`config.mk`:
```
export PLATFORM = sky130hd
export DESIGN_NAME = vertex_transform_mac
export DESIGN_NICKNAME = d
export VERILOG_FILES = /design/src/rtl/vertex_transform_mac.sv
export SDC_FILE = /design/constraint.sdc
export NUM_CORES = 2
export LEC_CHECK = 0
export BUFFER_PORTS_ARGS = -buffer_cell sky130_fd_sc_hd__buf_4
export CORE_ASPECT_RATIO = 0.8
export CORE_MARGIN = 3
export CORE_UTILIZATION = 51
export CTS_CLUSTER_SIZE = 16
export DETAILED_ROUTE_END_ITERATION = 16
export GPL_TIMING_DRIVEN = 0
export HOLD_SLACK_MARGIN = 0.06
export PLACE_DENSITY_LB_ADDON = 0.3
export SLEW_MARGIN = 20
export SYNTH_ARGS = -nofsm -noshare
export SYNTH_HDL_FRONTEND = slang
export SYNTH_SLANG_ARGS = --single-unit
```
`constraint.sdc`:
```
create_clock -name clk_in -period 14.3 [get_ports clk_in]
set_input_delay 0.715 -clock clk_in [delete_from_list [all_inputs] [get_ports clk_in]]
set_output_delay 0.715 -clock clk_in [all_outputs]
set_load 0.01 [all_outputs]
```
`src/rtl/vertex_transform_mac.sv`:
```
`default_nettype none
// ============================================================================
// Module      : vertex_transform_mac
// Description : Fixed-point DIMxDIM matrix * vector transform using a single
//               sequential multiply-accumulate, with per-vector saturation flag.
// Revision    : 1.0 - initial release
// ============================================================================
module vertex_transform_mac #(
    parameter int WIDTH = 32,
    parameter int FRAC  = 16,
    parameter int DIM   = 4
) (
    input  logic                              clk_in,
    input  logic                              rst_in,
    input  logic                              mat_we_in,
    input  logic [$clog2(DIM*DIM)-1:0]        mat_addr_in,
    input  logic [WIDTH-1:0]                  mat_data_in,
    input  logic [DIM-1:0][WIDTH-1:0]         pos_in,
    input  logic                              valid_in,
    output logic                              ready_out,
    output logic [DIM-1:0][WIDTH-1:0]         new_pos_out,
    output logic                              valid_out,
    input  logic                              ready_in,
    output logic                              sat_out
);

    localparam int c_AW    = $clog2(DIM*DIM);
    localparam int c_CW    = $clog2(DIM);
    localparam int c_ACC_W = 2*WIDTH + $clog2(DIM);

    localparam logic [1:0] c_IDLE    = 2'd0;
    localparam logic [1:0] c_COMPUTE = 2'd1;
    localparam logic [1:0] c_DONE    = 2'd2;

    localparam logic [WIDTH-1:0] c_ONE = WIDTH'(1) << FRAC;
    localparam logic signed [c_ACC_W-1:0] c_MAX =
        {{(c_ACC_W-WIDTH+1){1'b0}}, {(WIDTH-1){1'b1}}};
    localparam logic signed [c_ACC_W-1:0] c_MIN =
        {{(c_ACC_W-WIDTH+1){1'b1}}, {(WIDTH-1){1'b0}}};

    logic [1:0]                   r_state;
    logic [1:0]                   w_next;
    logic                         w_ready;
    logic                         w_valid;
    logic                         w_accept;
    logic                         w_mac;
    logic                         w_last_col;
    logic                         w_last;
    logic [WIDTH-1:0]             r_mat [DIM*DIM];
    logic [DIM-1:0][WIDTH-1:0]    r_pos;
    logic [DIM-1:0][WIDTH-1:0]    r_new;
    logic [c_CW-1:0]              r_row;
    logic [c_CW-1:0]              r_col;
    logic signed [c_ACC_W-1:0]    r_acc;
    logic                         r_sat;
    logic [c_AW-1:0]              w_idx;
    logic signed [2*WIDTH-1:0]    w_coef_x;
    logic signed [2*WIDTH-1:0]    w_pos_x;
    logic signed [2*WIDTH-1:0]    w_prod;
    logic signed [c_ACC_W-1:0]    w_sum;
    logic signed [c_ACC_W-1:0]    w_shift;
    logic [WIDTH-1:0]             w_row;
    logic                         w_row_sat;

    always_ff @(posedge clk_in) begin
        if (rst_in) r_state <= c_IDLE;
        else        r_state <= w_next;
    end

    always_comb begin
        w_next  = r_state;
        w_ready = 1'b0;
        w_valid = 1'b0;
        case (r_state)
            c_IDLE: begin
                w_ready = 1'b1;
                if (valid_in) w_next = c_COMPUTE;
            end
            c_COMPUTE: begin
                if (w_last) w_next = c_DONE;
            end
            c_DONE: begin
                w_valid = 1'b1;
                w_ready = ready_in;
                if (ready_in) w_next = valid_in ? c_COMPUTE : c_IDLE;
            end
            default: w_next = c_IDLE;
        endcase
    end

    assign w_accept   = w_ready & valid_in;
    assign w_mac      = (r_state == c_COMPUTE);
    assign w_last_col = (r_col == c_CW'(DIM-1));
    assign w_last     = w_last_col && (r_row == c_CW'(DIM-1));

    // Coefficients are writable only while idle, so a write on the accepting
    // edge lands before the first MAC reads it.
    always_ff @(posedge clk_in) begin
        if (rst_in) begin
            for (int i = 0; i < DIM*DIM; i++)
                r_mat[i] <= ((i / DIM) == (i % DIM)) ? c_ONE : '0;
        end else if (mat_we_in && (r_state == c_IDLE)) begin
            r_mat[mat_addr_in] <= mat_data_in;
        end
    end

    assign w_idx    = c_AW'(r_row * DIM + r_col);
    assign w_coef_x = {{WIDTH{r_mat[w_idx][WIDTH-1]}}, r_mat[w_idx]};
    assign w_pos_x  = {{WIDTH{r_pos[r_col][WIDTH-1]}}, r_pos[r_col]};
    assign w_prod   = w_coef_x * w_pos_x;
    assign w_sum    = r_acc + {{(c_ACC_W-2*WIDTH){w_prod[2*WIDTH-1]}}, w_prod};
    assign w_shift  = w_sum >>> FRAC;

    always_comb begin
        w_row     = w_shift[WIDTH-1:0];
        w_row_sat = 1'b0;
        if (w_shift > c_MAX) begin
            w_row     = c_MAX[WIDTH-1:0];
            w_row_sat = 1'b1;
        end else if (w_shift < c_MIN) begin
            w_row     = c_MIN[WIDTH-1:0];
            w_row_sat = 1'b1;
        end
    end

    always_ff @(posedge clk_in) begin
        if (rst_in) begin
            r_pos <= '0;
            r_new <= '0;
            r_row <= '0;
            r_col <= '0;
            r_acc <= '0;
            r_sat <= 1'b0;
        end else if (w_accept) begin
            r_pos <= pos_in;
            r_row <= '0;
            r_col <= '0;
            r_acc <= '0;
            r_sat <= 1'b0;
        end else if (w_mac) begin
            if (w_last_col) begin
                r_new[r_row] <= w_row;
                r_sat        <= r_sat | w_row_sat;
                r_acc        <= '0;
                r_col        <= '0;
                r_row        <= r_row + 1'b1;
            end else begin
                r_acc <= w_sum;
                r_col <= r_col + 1'b1;
            end
        end
    end

    assign ready_out   = w_ready;
    assign valid_out   = w_valid;
    assign new_pos_out = r_new;
    assign sat_out     = r_sat;

endmodule
`default_nettype wire

```
# Word-level counts from Yosys, hierarchy flattened
# Memories as Yosys holds them, arrays and structs flattened.
# Index checks and enable logic that the tools add are counted.
[totals] wordCells=69 mem_count=1 out_inout_bits=131 mem_bits_rw=512 regBits=329
[classes] n_bitwise=3 reduce_logical=9 n_eq_ne=7 addsub=4 mux=26 order_cmp=5 mul=1
[mem_list] memory="r_mat" words=16 word_bits=32 rd=1 rd_clocked_by_memory_dff=0 write_ports=16 line_no="49" text="logic [WIDTH-1:0] r_mat [DIM*DIM];"
[op_table] cell="$mux W32" n=5
[op_table] cell="$bwmux W128" n=1
[op_table] cell="$add A66 B66 Y66" n=1
[op_table] cell="$mux W66" n=1
[op_table] cell="$bmux W32 S2" n=1
[op_table] cell="$demux W32 S2" n=1
[op_table] cell="$mul A32 B32 Y64" n=1
[op_table] cell="$gt A50 B32 Y1 const B" n=1
[op_table] cell="$lt A50 B32 Y1 const B" n=1
[op_table] cell="$reduce_or A32 Y1" n=1
[op_table] cell="$mux W1" n=10
[op_table] cell="$mux W2" n=4
[op_table] cell="$eq A2 B2 Y1 const B" n=3
[op_table] cell="$lt A2 B3 Y1 const B" n=2
[op_table] cell="$pmux W2 S3" n=1
[op_table] cell="$reduce_and A3 Y1" n=2
[op_table] cell="$add A2 B1 Y2 const B" n=2
[op_table] cell="$add A4 B2 Y4" n=1
[op_table] cell="$mux W4" n=1
[op_table] cell="$ne A2 B2 Y1 const B" n=2
[op_table] cell="$logic_and A1 B1 Y1" n=3
[op_table] cell="$eq A2 B1 Y1 const B" n=1
[op_table] cell="$ge A2 B1 Y1 const B" n=1
[op_table] cell="$logic_not A2 Y1" n=1
[op_table] cell="7 further kinds" n=7

# Depth between registers and ports, before layout
[logic_depth] ltp_word=8 depth_mapped=54

# Worst setup path after synthesis
# No wires, ideal clock.
[synth_timing] kind="reg2reg" startpoint="reg r_col[0]" endpoint="reg r_new, in the netlist new_pos_out[20]" setup_ns=0.134 synth_period_minus_slack_ns=13.016 arrival_ns=12.882 stages_incl_launch_ff=50 required_ns=14.166 slack_ns=1.284 cell_sequence="dfxtp_1 clkbuf_1 buf_1 buf_1 mux4_2 nand2_1 nand2_1 o21ai_1 clkbuf_1 nor2_1 fa_1 inv_1 fa_1 inv_1 fa_1 inv_1 fa_1 inv_1 [14 not listed] a21oi_1 o21bai_1 xor2_1 ha_1 clkbuf_1 nand2_1 or3_1 or3_1 o221a_2 o41ai_1 xnor2_1 and4_1 nand4b_1 o41a_2 buf_12 buf_12 a21oi_2 a211oi_1"
[synth_via] elab_chain_len=8 word_cells_on_any_way=13 cone_classes="add/sub: 2; mul: 1; order compare: 2; eq/ne: 1; mux: 5; reduce/logical: 1; memory: 1"
[synth_lines] item="from (decl)" line_no="53" text="logic [c_CW-1:0] r_col;"
[synth_lines] item="from (signal assigned)" line_no="149" text="r_col <= r_col + 1'b1;"
[synth_lines] item="$add A4 B2 Y4 / $bmux W32 S2 (equally long branches)" line_no="107, 109"
[synth_lines] item="$mem_v2 Z16 W32 / $mux W32 (equally long branches)"
[synth_lines] item="$mul A32 B32 Y64" line_no="110" text="assign w_prod = w_coef_x * w_pos_x;"
[synth_lines] item="$add A66 B66 Y66" line_no="111" text="assign w_sum = r_acc + {{(c_ACC_W-2*WIDTH){w_prod[2*WIDTH-1]}}, w_prod};"
[synth_lines] item="$lt A50 B32 Y1" line_no="120" text="end else if (w_shift < c_MIN) begin"
[synth_lines] item="$mux W32" line_no="120"
[synth_lines] item="$mux W32" line_no="117" text="if (w_shift > c_MAX) begin"
[synth_lines] item="$bwmux W128" line_no="142" text="r_new[r_row] <= w_row;"
[synth_lines] item="to (signal, indexed assignment)" line_no="142"
[synth_lines] item="to (decl)" line_no="51" text="logic [DIM-1:0][WIDTH-1:0] r_new;"
# Several ways; a longest one is shown, not always the timed one. The select of a mux whose other input is x is not followed.
# A chain may end at the register's enable or synchronous reset.

# Worst setup path after layout
[layout_timing] startpoint="reg r_col[1]" endpoint="reg r_new, in the netlist new_pos_out[10]"
# Same word-level chain as after synthesis.

==> metrics.md <==
| Metric | Value |
|---|---|
| Post-layout minimum cycle time | 14210 ps |
| Fmax | 70.4 MHz |
| TritonCTS Buffers | 87 |
| Reg2Reg Launch Point | r_col[1] |
| Clk sinks | 841 |
| Worst-Skew Late Latency | 760 ps |
| Clock Path Buffers | 3 |
| CTS root buf | clkbuf_16 |
| List of most frequent post-synthesis cells | fa_1 (1083), inv_1 (1029), nand2_1 (1006), nor2_1 (818), and2_1 (541) |
| Nature of the critical path startpoint | flip-flop |
| Post-synth cell types | 87 |
| DRT iter0 DRCs | 7636 |
| CP Max Fanout | 10 |
| Ys async rst share | 0% |
| Ys flop type | edfxtp_1 |
| Total GRT Usage | 38.7% |
| First-pass GRT wire length | 416000 um |
| Fin. Hold Viols | 0 |
| Design area | 84900 sq um |
| Yosys top cell area share | 29.1% |
| Detail Route Antenna Nets | 0 |
| Crit path top cell by count | fa_1 |
| Number of global-route vias before repair | 59.0k |
| Hold Path Class | in -> reg |
| Area Overhead vs Synth | 13.8% |
| Ports | 300 |
| Critical path buffers and inverters | 9 |
| CTS tree | built |
| Crit path depth | 45 |
| Avg Inst Size Synth | 10.1 sq um |
| Status | completed |
| Slowest CP cell | clkbuf_1 |
| Count of pins over their slew limit | 0 |
| CP arrival | 14830 ps |
| GPL Wtd Cong | 1.08 |
| RR Endpoint | new_pos_out[10] |
| DR WL/cell | 29.6 um |
| Starting density of the core | 51.8% |
| Clock Pin Slew Worst Setup and Hold Paths | 60 ps |
| Setup CP Type | reg -> reg |
| Pin count of the biggest net entering global routing | 33 |
| Critical Path End Type | flip-flop |
| DR DRC count | 0 |
| Layout cells sized above 1 | 13.6% |
| Ys Warns | 0 |
| Die area | 151000 sq um |
| Cells after Synth | 7422 |
| Yosys reg bits | 841 |
| Hold Path Depth | 3 |
| Worst r2r path cells | 45 |
| Area taken by flip-flops and latches | 22000 sq um |
| H-tree depth | 3 |
| Top delay family on crit path | adder cells |
| DP Area | 79800 sq um |
| Synthesized area | 74600 sq um |
| Worst Hold Endpoint | r_pos[7] |
| Fillcell total | 12.3k |
| Max incr delay on CP | 620 ps |
| Met3 usage | 14.8% |
| Total number of vias | 59.4k |
| Rel. slew slack | 19.3% |
| Final Skew | 79.3 ps |
| Area leader, netlist | fa_1 |
| Hold Startpoint | pos_in[7] |
| Critical Path RT | 14920 ps |
| Synth area leaders | fa_1 (29%), edfxtp_1 (21%), dfxtp_1 (8.8%) |
| Total congestion overflow | 0 |
| R2r setup slk | 90 ps |
| Syn nets | 8929 |
| Max-Cap Viols | 0 |
| Most common cell in the netlist | fa_1 |
| Port bufs | 299 |
| HPWL Detailed | 234000 um |
| Antenna violations before repair | 17 |
| GR Util met2 | 54.5% |
| Chip Width | 434 um |
| GRT busiest layer | met2 |
| GR met1 Demand/Resource | 53.1% |
| Finish-stage setup viols | 0 |
| Core area | 144000 sq um |
| Post-synth EDFFs | 512 |
| Share of the yosys chip area belonging to registers | 29.4% |
| Final #Nets | 9385 |
| Placement Rows | 124 |
| Footprint of the multi-input gates | 47900 sq um |
| Actual slew at the worst max-slew pin | 1210 ps |
| TritonRoute pass-1 iters | 6 |
| Die Span Y | 348 um |
| Final worst-path cycle share | 99.4% |
| Vias per cell | 6.02 |
| WL final | 292000 um |
==> layer usage <==
metal / up-vias / wire [um]
li1: 24600 / -
met1: 30200 / 113000
met2: 3881 / 121000
met3: 725 / 41300
met4: 8 / 17000
met5: - / 130
==> layout make-up <==
class,count,area share (%)
Multi-Input combinational cell,5107,56.5
Sequential cell,841,25.9
Inverter,1031,4.58
Timing Repair Buffer,380,3.68
Buffer,430,3.20
Tap cell,1890,2.79
Clock buffer,113,2.76
Clock inverter,46,0.626
Antenna cell,19,0.0560
==> worst min-delay path: stages <==
cell	delay (ps)
buf_4	110
nand2_1	40
a21oi_1	50
==> state kept, by name, summed over array words and instances (netlist names) <==
register and count:
r_state 2, sat_out 1, r_mat 512, r_col 2, r_pos 128, r_acc 66
r_row 2, new_pos_out 128
==> how the worst max path moves through the flow <==
stage / endpoint / slack [ps] / start
global route: new_pos_out[27] / -50 / r_col[1]
CTS: new_pos_out[20] / 0.8 / r_col[1]
global placement: new_pos_out[116] / -4780 / r_col[0]
detailed placement: new_pos_out[90] / -3750 / r_col[0]
floorplan: new_pos_out[20] / 1280 / r_col[0]
finish: new_pos_out[10] / 90 / r_col[1]
==> cell usage in the layout (no fill, tap or decap), types with 65 or more instances in the layout <==
cell type,count
fa_1,1079
inv_1,1024
nand2_1,1004
nor2_1,816
and2_1,540
edfxtp_1,512
buf_4,370
dfxtp_1,329
a21oi_1,287
ha_1,250
clkbuf_1,236
mux4_2,138
a211oi_1,133
clkbuf_16,87
xnor2_1,75
o21ai_0,65
==> cell families (layout without fill, tap and decap cells) <==
group	Yosys count	count (layout)	share of synthesized area [%]
simple gates	2593	2593	15.6
buf+inv	1474	2000	7.68
fa+ha+maj	1338	1338	33.3
compound gates	855	855	7.51
flops	841	841	29.4
mux	190	190	4.91
xor+xnor	131	131	1.57
other cells	0	19	0
==> metrics by stage <==
stage	cells	utilization [%]	setup TNS [ps]	hold slack (ps)	setup slack, ps
floorplan	7422	-	0	433	1280
global placement	9611	55.0	-673760	439	-4780
detailed placement	9638	55.3	-501550	446	-3750
CTS	9805	58.2	0	219	0.825
global route	9844	58.9	-623	236	-53.6
finish	9857	58.9	0	242	89.9
==> what timing repair did <==
item / in CTS / in global routing
gates resized for setup: 383 / 251
gates cloned: 0 / 1
hold endpoints to repair: 0 / 0
hold buffers: 0 / 0
pin swaps: 4 / 14
setup endpoints to repair: 165 / 125
setup buffers: 15 / 38
Power is not shown: default switching activity piles up to over one toggle a cycle in this logic, so the estimate is an artifact.
